File: config.mk
export PLATFORM = sky130hd
export DESIGN_NAME = plb_lookup_stage
export DESIGN_NICKNAME = d
export VERILOG_FILES = /design/src/rtl/mpt_pkg.sv /design/src/rtl/plb_cam.sv /design/src/rtl/plb_lookup_stage.sv
export SDC_FILE = /design/constraint.sdc
export NUM_CORES = 1
export LEC_CHECK = 0
export BUFFER_PORTS_ARGS = -buffer_cell sky130_fd_sc_hd__buf_2
export CORE_UTILIZATION = 60
export CTS_BUF_LIST = sky130_fd_sc_hd__clkbuf_4 sky130_fd_sc_hd__clkbuf_8
export CTS_CLUSTER_DIAMETER = 120
export DETAILED_ROUTE_END_ITERATION = 10
export PLACE_DENSITY = 0.8
export SYNTH_ARGS = -nofsm -noshare
export SYNTH_HDL_FRONTEND = slang
export SYNTH_HIERARCHICAL = 1
export SYNTH_SLANG_ARGS = --single-unit
File: constraint.sdc
create_clock -name clk_i -period 4.6 [get_ports clk_i]
set_input_delay 0.92 -clock clk_i [delete_from_list [all_inputs] [get_ports clk_i]]
set_output_delay 0.92 -clock clk_i [all_outputs]
set_load 0.02 [all_outputs]
File: src/rtl/mpt_pkg.sv
// Shared types for the PLB lookup path: entry layout, access types, FSM states.
// Entry fields are sized for the widest supported paddr/sdid; narrower builds zero-extend.
package mpt_pkg;

    localparam int PAGE_OFFSET_WIDTH = 12;
    localparam int PPN_MAX_WIDTH     = 52;
    localparam int SDID_MAX_WIDTH    = 16;

    typedef enum logic [1:0] {
        ACC_READ  = 2'b00,
        ACC_WRITE = 2'b01,
        ACC_EXEC  = 2'b10,
        ACC_RSVD  = 2'b11
    } acc_e;

    typedef enum logic [2:0] {
        IDLE      = 3'd0,
        LOOKUP    = 3'd1,
        WALK_REQ  = 3'd2,
        WALK_WAIT = 3'd3,
        RESP      = 3'd4
    } plb_state_e;

    typedef struct packed {
        logic                      valid;
        logic [SDID_MAX_WIDTH-1:0] sdid;
        logic [PPN_MAX_WIDTH-1:0]  ppn;
        logic [2:0]                perm;
    } plb_entry_t;

    // perm is {x,w,r}; the reserved access type is never allowed.
    function automatic logic perm_allows(input logic [2:0] perm, input acc_e acc);
        case (acc)
            ACC_READ:  return perm[0];
            ACC_WRITE: return perm[1];
            ACC_EXEC:  return perm[2];
            default:   return 1'b0;
        endcase
    endfunction

endpackage

File: src/rtl/plb_cam.sv
// Fully-associative PLB entry array: parallel match, install with victim choice, flush.
module plb_cam
    import mpt_pkg::*;
#(
    parameter int NUM_ENTRIES = 8
) (
    input  logic                      clk,
    input  logic                      rst,
    input  logic                      flush,
    input  logic [SDID_MAX_WIDTH-1:0] lookup_sdid,
    input  logic [PPN_MAX_WIDTH-1:0]  lookup_ppn,
    output logic                      hit,
    output logic [2:0]                hit_perm,
    input  logic                      install,
    input  logic [2:0]                install_perm,
    output logic [NUM_ENTRIES-1:0]    valid_mask
);

    localparam int IDX_W = $clog2(NUM_ENTRIES);

    plb_entry_t       entries [NUM_ENTRIES];
    logic [IDX_W-1:0] rr_ptr;
    logic [IDX_W-1:0] free_idx;
    logic [IDX_W-1:0] victim;
    logic             have_free;

    always_comb begin
        hit      = 1'b0;
        hit_perm = '0;
        for (int i = 0; i < NUM_ENTRIES; i++) begin
            if (entries[i].valid && entries[i].sdid == lookup_sdid &&
                entries[i].ppn == lookup_ppn && !flush) begin
                hit      = 1'b1;
                hit_perm = entries[i].perm;
            end
        end
    end

    // Scan downwards so the lowest-index free slot wins.
    always_comb begin
        have_free = 1'b0;
        free_idx  = '0;
        for (int i = NUM_ENTRIES - 1; i >= 0; i--) begin
            if (!entries[i].valid) begin
                have_free = 1'b1;
                free_idx  = IDX_W'(i);
            end
        end
        victim = have_free ? free_idx : rr_ptr;
    end

    always_comb begin
        valid_mask = '0;
        for (int i = 0; i < NUM_ENTRIES; i++) begin
            valid_mask[i] = entries[i].valid;
        end
    end

    // Flush wins over a same-cycle install; install uses the lookup key.
    always_ff @(posedge clk) begin
        if (rst) begin
            for (int i = 0; i < NUM_ENTRIES; i++) begin
                entries[i] <= '0;
            end
            rr_ptr <= '0;
        end else if (flush) begin
            for (int i = 0; i < NUM_ENTRIES; i++) begin
                entries[i].valid <= 1'b0;
            end
        end else if (install) begin
            entries[victim].valid <= 1'b1;
            entries[victim].sdid  <= lookup_sdid;
            entries[victim].ppn   <= lookup_ppn;
            entries[victim].perm  <= install_perm;
            if (!have_free) begin
                rr_ptr <= rr_ptr + IDX_W'(1);
            end
        end
    end

endmodule

File: src/rtl/plb_lookup_stage.sv
// PLB lookup stage: blocking permission check with walk/refill on miss.
// Optional build macro PLB_PERF_COUNTERS_EN adds saturating hit/miss counters.
module plb_lookup_stage
    import mpt_pkg::*;
#(
    parameter int NUM_ENTRIES = 8,
    parameter int PADDR_WIDTH = 56,
    parameter int SDID_WIDTH  = 6,
    parameter int ID_WIDTH    = 4
) (
    input  logic                   clk_i,
    input  logic                   rst_i,
    input  logic                   req_valid_i,
    output logic                   req_ready_o,
    input  logic [ID_WIDTH-1:0]    req_id_i,
    input  logic [PADDR_WIDTH-1:0] req_paddr_i,
    input  logic [SDID_WIDTH-1:0]  req_sdid_i,
    input  logic [1:0]             req_acc_i,
    output logic                   rsp_valid_o,
    input  logic                   rsp_ready_i,
    output logic [ID_WIDTH-1:0]    rsp_id_o,
    output logic                   rsp_allow_o,
    output logic                   rsp_fault_o,
    output logic                   walk_valid_o,
    input  logic                   walk_ready_i,
    output logic [PADDR_WIDTH-1:0] walk_paddr_o,
    output logic [SDID_WIDTH-1:0]  walk_sdid_o,
    input  logic                   refill_valid_i,
    output logic                   refill_ready_o,
    input  logic [2:0]             refill_perm_i,
    input  logic                   refill_fault_i,
    input  logic                   flush_i,
`ifdef PLB_PERF_COUNTERS_EN
    output logic [31:0]            hit_count_o,
    output logic [31:0]            miss_count_o,
`endif
    output plb_state_e             state_o,
    output logic [NUM_ENTRIES-1:0] entry_valid_o
);

    // Handshakes: a transfer happens on a rising edge where valid && ready;
    // every valid here is a decode of the state register, never of the ready.

    plb_state_e             state;
    logic [ID_WIDTH-1:0]    cap_id;
    logic [PADDR_WIDTH-1:0] cap_paddr;
    logic [SDID_WIDTH-1:0]  cap_sdid;
    acc_e                   cap_acc;
    logic [ID_WIDTH-1:0]    rsp_id_q;
    logic                   rsp_allow_q;
    logic                   rsp_fault_q;

    logic                   hit;
    logic [2:0]             hit_perm;
    logic                   install;

    assign install = (state == WALK_WAIT) && refill_valid_i && !refill_fault_i;

    plb_cam #(.NUM_ENTRIES(NUM_ENTRIES)) u_cam (
        .clk          (clk_i),
        .rst          (rst_i),
        .flush        (flush_i),
        .lookup_sdid  (SDID_MAX_WIDTH'(cap_sdid)),
        .lookup_ppn   (PPN_MAX_WIDTH'(cap_paddr[PADDR_WIDTH-1:PAGE_OFFSET_WIDTH])),
        .hit          (hit),
        .hit_perm     (hit_perm),
        .install      (install),
        .install_perm (refill_perm_i),
        .valid_mask   (entry_valid_o)
    );

    always_ff @(posedge clk_i) begin
        if (rst_i) begin
            state       <= IDLE;
            cap_id      <= '0;
            cap_paddr   <= '0;
            cap_sdid    <= '0;
            cap_acc     <= ACC_READ;
            rsp_id_q    <= '0;
            rsp_allow_q <= 1'b0;
            rsp_fault_q <= 1'b0;
        end else begin
            case (state)
                IDLE: begin
                    if (req_valid_i) begin
                        cap_id    <= req_id_i;
                        cap_paddr <= req_paddr_i;
                        cap_sdid  <= req_sdid_i;
                        cap_acc   <= acc_e'(req_acc_i);
                        state     <= LOOKUP;
                    end
                end
                LOOKUP: begin
                    if (hit) begin
                        rsp_id_q    <= cap_id;
                        rsp_allow_q <= perm_allows(hit_perm, cap_acc);
                        rsp_fault_q <= 1'b0;
                        state       <= RESP;
                    end else begin
                        state <= WALK_REQ;
                    end
                end
                WALK_REQ: begin
                    if (walk_ready_i) begin
                        state <= WALK_WAIT;
                    end
                end
                WALK_WAIT: begin
                    if (refill_valid_i) begin
                        rsp_id_q    <= cap_id;
                        rsp_allow_q <= !refill_fault_i && perm_allows(refill_perm_i, cap_acc);
                        rsp_fault_q <= refill_fault_i;
                        state       <= RESP;
                    end
                end
                RESP: begin
                    if (rsp_ready_i) begin
                        state <= IDLE;
                    end
                end
                default: state <= IDLE;
            endcase
        end
    end

`ifdef PLB_PERF_COUNTERS_EN
    logic [31:0] hit_cnt;
    logic [31:0] miss_cnt;

    always_ff @(posedge clk_i) begin
        if (rst_i) begin
            hit_cnt  <= '0;
            miss_cnt <= '0;
        end else if (state == LOOKUP) begin
            if (hit && hit_cnt != 32'hFFFF_FFFF) begin
                hit_cnt <= hit_cnt + 32'd1;
            end
            if (!hit && miss_cnt != 32'hFFFF_FFFF) begin
                miss_cnt <= miss_cnt + 32'd1;
            end
        end
    end

    assign hit_count_o  = hit_cnt;
    assign miss_count_o = miss_cnt;
`endif

    assign req_ready_o    = (state == IDLE) && !rst_i;
    assign walk_valid_o   = (state == WALK_REQ);
    assign refill_ready_o = (state == WALK_WAIT);
    assign rsp_valid_o    = (state == RESP);
    assign walk_paddr_o   = cap_paddr;
    assign walk_sdid_o    = cap_sdid;
    assign rsp_id_o       = rsp_id_q;
    assign rsp_allow_o    = rsp_allow_q;
    assign rsp_fault_o    = rsp_fault_q;
    assign state_o        = state;

endmodule

# == Yosys cells after proc, flatten, opt, wreduce, memory -nomap -nowiden ==
# Memory sizes are Yosys's and may differ from the RTL's.
# Index checks and enable logic that the tools add are counted.
# totals
regBits,80
mem_bits_rw,432
input_bits,79
out_inout_bits,83
elab_cells,160
n_memories,1
# classes
add_sub_neg,1
eq_ne,27
mux,73
bitwise_logic,10
reduce_logical,39
# memory_table
name,depth,word_bits,rd,rd_clocked_by_memory_dff,wr,line,text
u_cam.entries,8,54,8,0,8,plb_cam.sv:21,plb_entry_t entries [NUM_ENTRIES];
# op_table
op,n
$eq A52 B44 Y1,8
$eq A16 B6 Y1,8
$mux W3,23
$mux W54,1
$reduce_or A54 Y1,1
$mux W1,40
$logic_and A1 B1 Y1,28
$pmux W3 S5,1
$mux W4,2
$or A1 B1 Y1,8
$pmux W4 S2,1
$eq A3 B2 Y1 const B,2
$ne A2 B2 Y1 const B,3
$pmux W1 S3,2
$reduce_and A3 Y1,2
$ne A2 B1 Y1 const B,2
$pmux W1 S2,2
$reduce_and A4 Y1,1
$add A3 B1 Y3 const B,1
$eq A3 B1 Y1 const B,1
$eq A3 B3 Y1 const B,1
$logic_not A1 Y1,3
$logic_not A3 Y1,1
$eq A2 B1 Y1 const B,1
6 further kinds,7

# == Depth between registers and ports, before layout ==
# An unclocked memory read counts as a cell.
# depth
depth_word,16
mapped_depth,15
depth_no_buf,12

# == Hierarchy ==
# The synthesis kept the hierarchy.
# by_module_without_submodules
mod,instances,cells_per_inst,area_per_inst_um2,seq_area_each_um2
plb_cam,1,2351,28725.0,17276.6
plb_lookup_stage,1,354,2850.2,1541.5

# == Worst setup path before layout ==
# OpenSTA, ideal clock, no wires.
# synth_path
path_type,input to register
start,input port flush_i
end,memory u_cam/entries[3][0] (netlist bit) (enable)
setup_ns,0.398
arrival_time_ns,3.257
path_slack_ns,0.945
path_stages,7
n_path_buf,2
cell_sequence,nor2_1 > o211ai_1 > nand2b_1 > clkbuf_1 > nor2_1 > clkbuf_1 > or2_2
# synth_lines
element,line,text
"start, declared",plb_lookup_stage.sv:32,"input logic flush_i,"
"end, declared",plb_cam.sv:21,

# == Final worst setup path ==
# layout_path
start,"register cap_paddr[27], in the netlist walk_paddr_o[27]"
end,"register rsp_id_q[1], in the netlist rsp_id_o[1]"
# layout_via
elab_chain_len,13
word_cells_on_any_way,34
classes_between,9 x eq/ne; 8 x mux; 17 x reduce/logical
# layout_lines
element,line,text
"start, declared",plb_lookup_stage.sv:46,logic [PADDR_WIDTH-1:0] cap_paddr;
"start signal, assigned",plb_lookup_stage.sv:87,cap_paddr <= req_paddr_i;
$eq A52 B44 Y1,plb_cam.sv:32,entries[i].ppn == lookup_ppn && !flush) begin
$logic_and A1 B1 Y1,plb_cam.sv:31,if (entries[i].valid && entries[i].sdid == lookup_sdid &&
$logic_and A1 B1 Y1,plb_cam.sv:32,
$mux W1 (7 in series),plb_cam.sv:31,
$mux W1 *,plb_cam.sv:31,
named net hit,plb_lookup_stage.sv:53,logic hit;
$ne A2 B2 Y1 (no source line) *,-,
$reduce_and A3 Y1 (no source line) *,-,
"end signal, assigned",plb_lookup_stage.sv:95,rsp_id_q <= cap_id;
"end signal, assigned",plb_lookup_stage.sv:110,rsp_id_q <= cap_id;
"end, declared",plb_lookup_stage.sv:49,logic [ID_WIDTH-1:0] rsp_id_q;
# Mark *: on every way through the listed nets, which the timed path passes. The rest lies on a longest branch.
# A chain may end at the register's enable or synchronous reset.

==> metrics.txt <==
CTS H-tree depth=3; clock slew at reported path FFs=60 ps; slew at the pin with the worst max-slew slack=1240 ps; Die Footprint=around 54000 um^2; Final Skew=~44 ps; final setup TNS=0 ps; CTS Hold Bufs=0; CP bufs+invs=3; unrepaired setup endpoints after global routing=false; FF+latch area=18800 um^2; number of vias per cell=6.89; Cell Pwr Density=382 nW/um^2; DP Worst Slack=-203 ps; Detailed Place HPWL=84100 um; maximum VDD drop=291 uV; post-synth top area cell=edfxtp_1; CP arrival=5020 ps; startpoint types=flip-flop; layout cells sized above 1=0.192; Worst path slowest cell=dfxtp_1; top_reg_cell synth=edfxtp_1; CP delay by family, top=simple AND/OR/NAND/NOR gates; initial core utilization=0.612; total wire length=about 130000 um; maxcap violations=0; vias in the first global route=23800; Tmin final=approximately 4500 ps; CP Cell Sequence=buf_4 -> xnor2_1 -> nand4_1 -> nor4_2 -> nand4_1 -> buf_4 -> nor2_1 -> nor2_1 -> nand2_1 -> or4_1 -> mux2i_1 -> nor3b_1 -> buf_4 -> mux2i_1 -> nor2_1; cell count after synthesis=2705; most common cell after layout, fill and taps aside=edfxtp_1; drc violations=0; Die Ht=231 um; area occupied by multi-input gates=around 11000 um^2; Top-Level Pins=approximately 160; Nets=2992; share of the synthesized area in the top cell type=0.540; mapped cell area=31600 um^2; final worst-path cycle share=0.971; # fillers=between 3000 and 4000; hold_sp=req_paddr_i[9]; Hold Vio Cnt, Final=0; Hold Crit Class=in -> reg; synth top area cells=edfxtp_1, xnor2_1, dfxtp_1; CTS tree=done; port bufs=161; Final WS setup=132 ps; Hold EP=walk_paddr_o[9]; cts bufs inserted=108; final slew viol count=0; Max-slew headroom=0.172; Critical Path RT=5150 ps; Routed Antenna Nets=0; R2R Path Start=walk_paddr_o[27]; initial antenna violation count=8; chip width=231 um; pin count of the biggest net entering global routing=184; CP peak stage delay=870 ps; clock latency on the worst-skew pair=740 ps; post-synthesis sequential area ratio=0.596; R2R cell count=15; mean cell area of the mapped netlist=between 10 and 15 um^2; wire length of the first global-routing pass=about 170000 um; f_max=around 220 MHz; FP Rows=83; DR iter-0 viols=4245; status=complete, no violations; crit end category=flip-flop; leakage=around 13 nW; Synth Warn #=6; via count=25500; RR Endpoint=rsp_id_o[1]; Avg WL per Cell=~34 um; hold path cells=3; Cell variety after synth=66; Final Hold Slack=424 ps; Root Buffer Master=clkbuf_8; Max clock buf depth=3; critical path fanouts, max=8; final number of setup-violating endpoints=0; Post-synth EDFFs=568; asr flop ratio synth=0; area delta synth->final=13.9%; core footprint=a little over 50000 um^2; routability cong.=~1; Seq cells post-synth=656; Global Route Usage Sum=0.470; r2r setup slk=between 100 and 150 ps; CTS sink count=656; commonest non-fill, non-tap cells in the layout=edfxtp_1, xnor2_1, nor4_1; critical path type=reg -> reg; GRT overflow=0; DR pass1 iterations=8
==> worst max-delay path by stage <==
stage / startpoint / endpoint / slack, ps / cells after the start
final: walk_paddr_o[27] / rsp_id_o[1] / 130 / 15
after global routing: walk_paddr_o[27] / rsp_fault_o / 250 / 15
after CTS: walk_paddr_o[27] / rsp_id_o[1] / 300 / 15
after detailed placement: flush_i / rsp_fault_o / -200 / 15
after global placement: flush_i / rsp_fault_o / -220 / 15
after floorplan: flush_i / u_cam/entries[3][0] / 940 / 7
==> state kept, by name (all words and copies together), names as in the netlist <==
register       flops
rsp_allow_o        1
walk_paddr_o      56
cap_id             4
rsp_fault_o        1
walk_sdid_o        6
u_cam/rr_ptr       3
cap_acc            2
state_o            3
u_cam/entries    576
rsp_id_o           4
==> through the flow <==
stage	power, mW	util	cells	instance area (um^2)
floorplan	7.85	-	2729	31700
detailed placement	8.60	0.655	3482	33800
global route	14.0	0.696	3690	35900
CTS	13.6	0.696	3686	35900
global placement	8.58	0.655	3482	33800
finish	13.8	0.697	3695	36000
==> cells by family (layout without fill, tap and decap cells) <==
group	count (synthesis)	in the layout	share of synthesized area
adder cells (fa/ha/maj)	1	1	0.000396
XOR/XNOR	392	392	0.109
flip-flops	656	656	0.596
AO/OA/AOI/OAI	233	233	0.0522
multiplexers	13	13	0.00420
buffers and inverters	354	631	0.0468
AND/OR/NAND/NOR	1055	1055	0.192
other	1	34	0.000119
==> cell type report <==
type,count,share of cell area
clock buffer,158,0.0526
tap,680,0.0237
timing repair buffer,344,0.0655
multi-input combinational,1719,0.319
antenna,9,0.000626
clock inverter,46,0.00633
inverter,83,0.00866
sequential,656,0.523
==> per-layer routing <==
metal  part of all wire  track usage  routed length [um]  vias to the layer above
met3               0.15        0.162               19300                      485
li1                   -            -                   -                    10400
met5                  0            0                   0                        -
met4              0.089        0.349               11200                        0
met2               0.41        0.658               52000                     2279
met1               0.34        0.603               43300                    12300
==> cell usage after synthesis, types with 50 or more instances <==
cell and n:
and2_1 109, xor2_1 101, xnor2_1 291, nand4_1 87, nand2b_1 61, and3_1 145, edfxtp_1 568, clkbuf_1 209
dfxtp_1 88, nor3_1 123, nand2_1 154, a21oi_1 72, inv_1 50, nor4_1 256
==> repair_timing <==
action	4_1_cts	5_1_grt
gates resized for setup	1	0
endpoints found under the setup margin	6	0
setup buffers	0	0
==> worst reg2reg max path, cell delays in order (launching register included) <==
cell     delay (ps)
dfxtp_1         870
buf_4           300
xnor2_1         130
nand4_1         170
nor4_2          590
nand4_1         480
buf_4           310
nor2_1          260
nor2_1          110
nand2_1          70
or4_1           130
mux2i_1          70
nor3b_1         290
buf_4           240
mux2i_1         200
nor2_1           60
==> report_power, final <==
part	leakage [nW]	internal (mW)	switching [mW]
logic	5.55	0.543	1.14
registers	6.35	6.71	0.258
clock network	1.12	2.69	2.41
(Power assumes the default switching activity.)
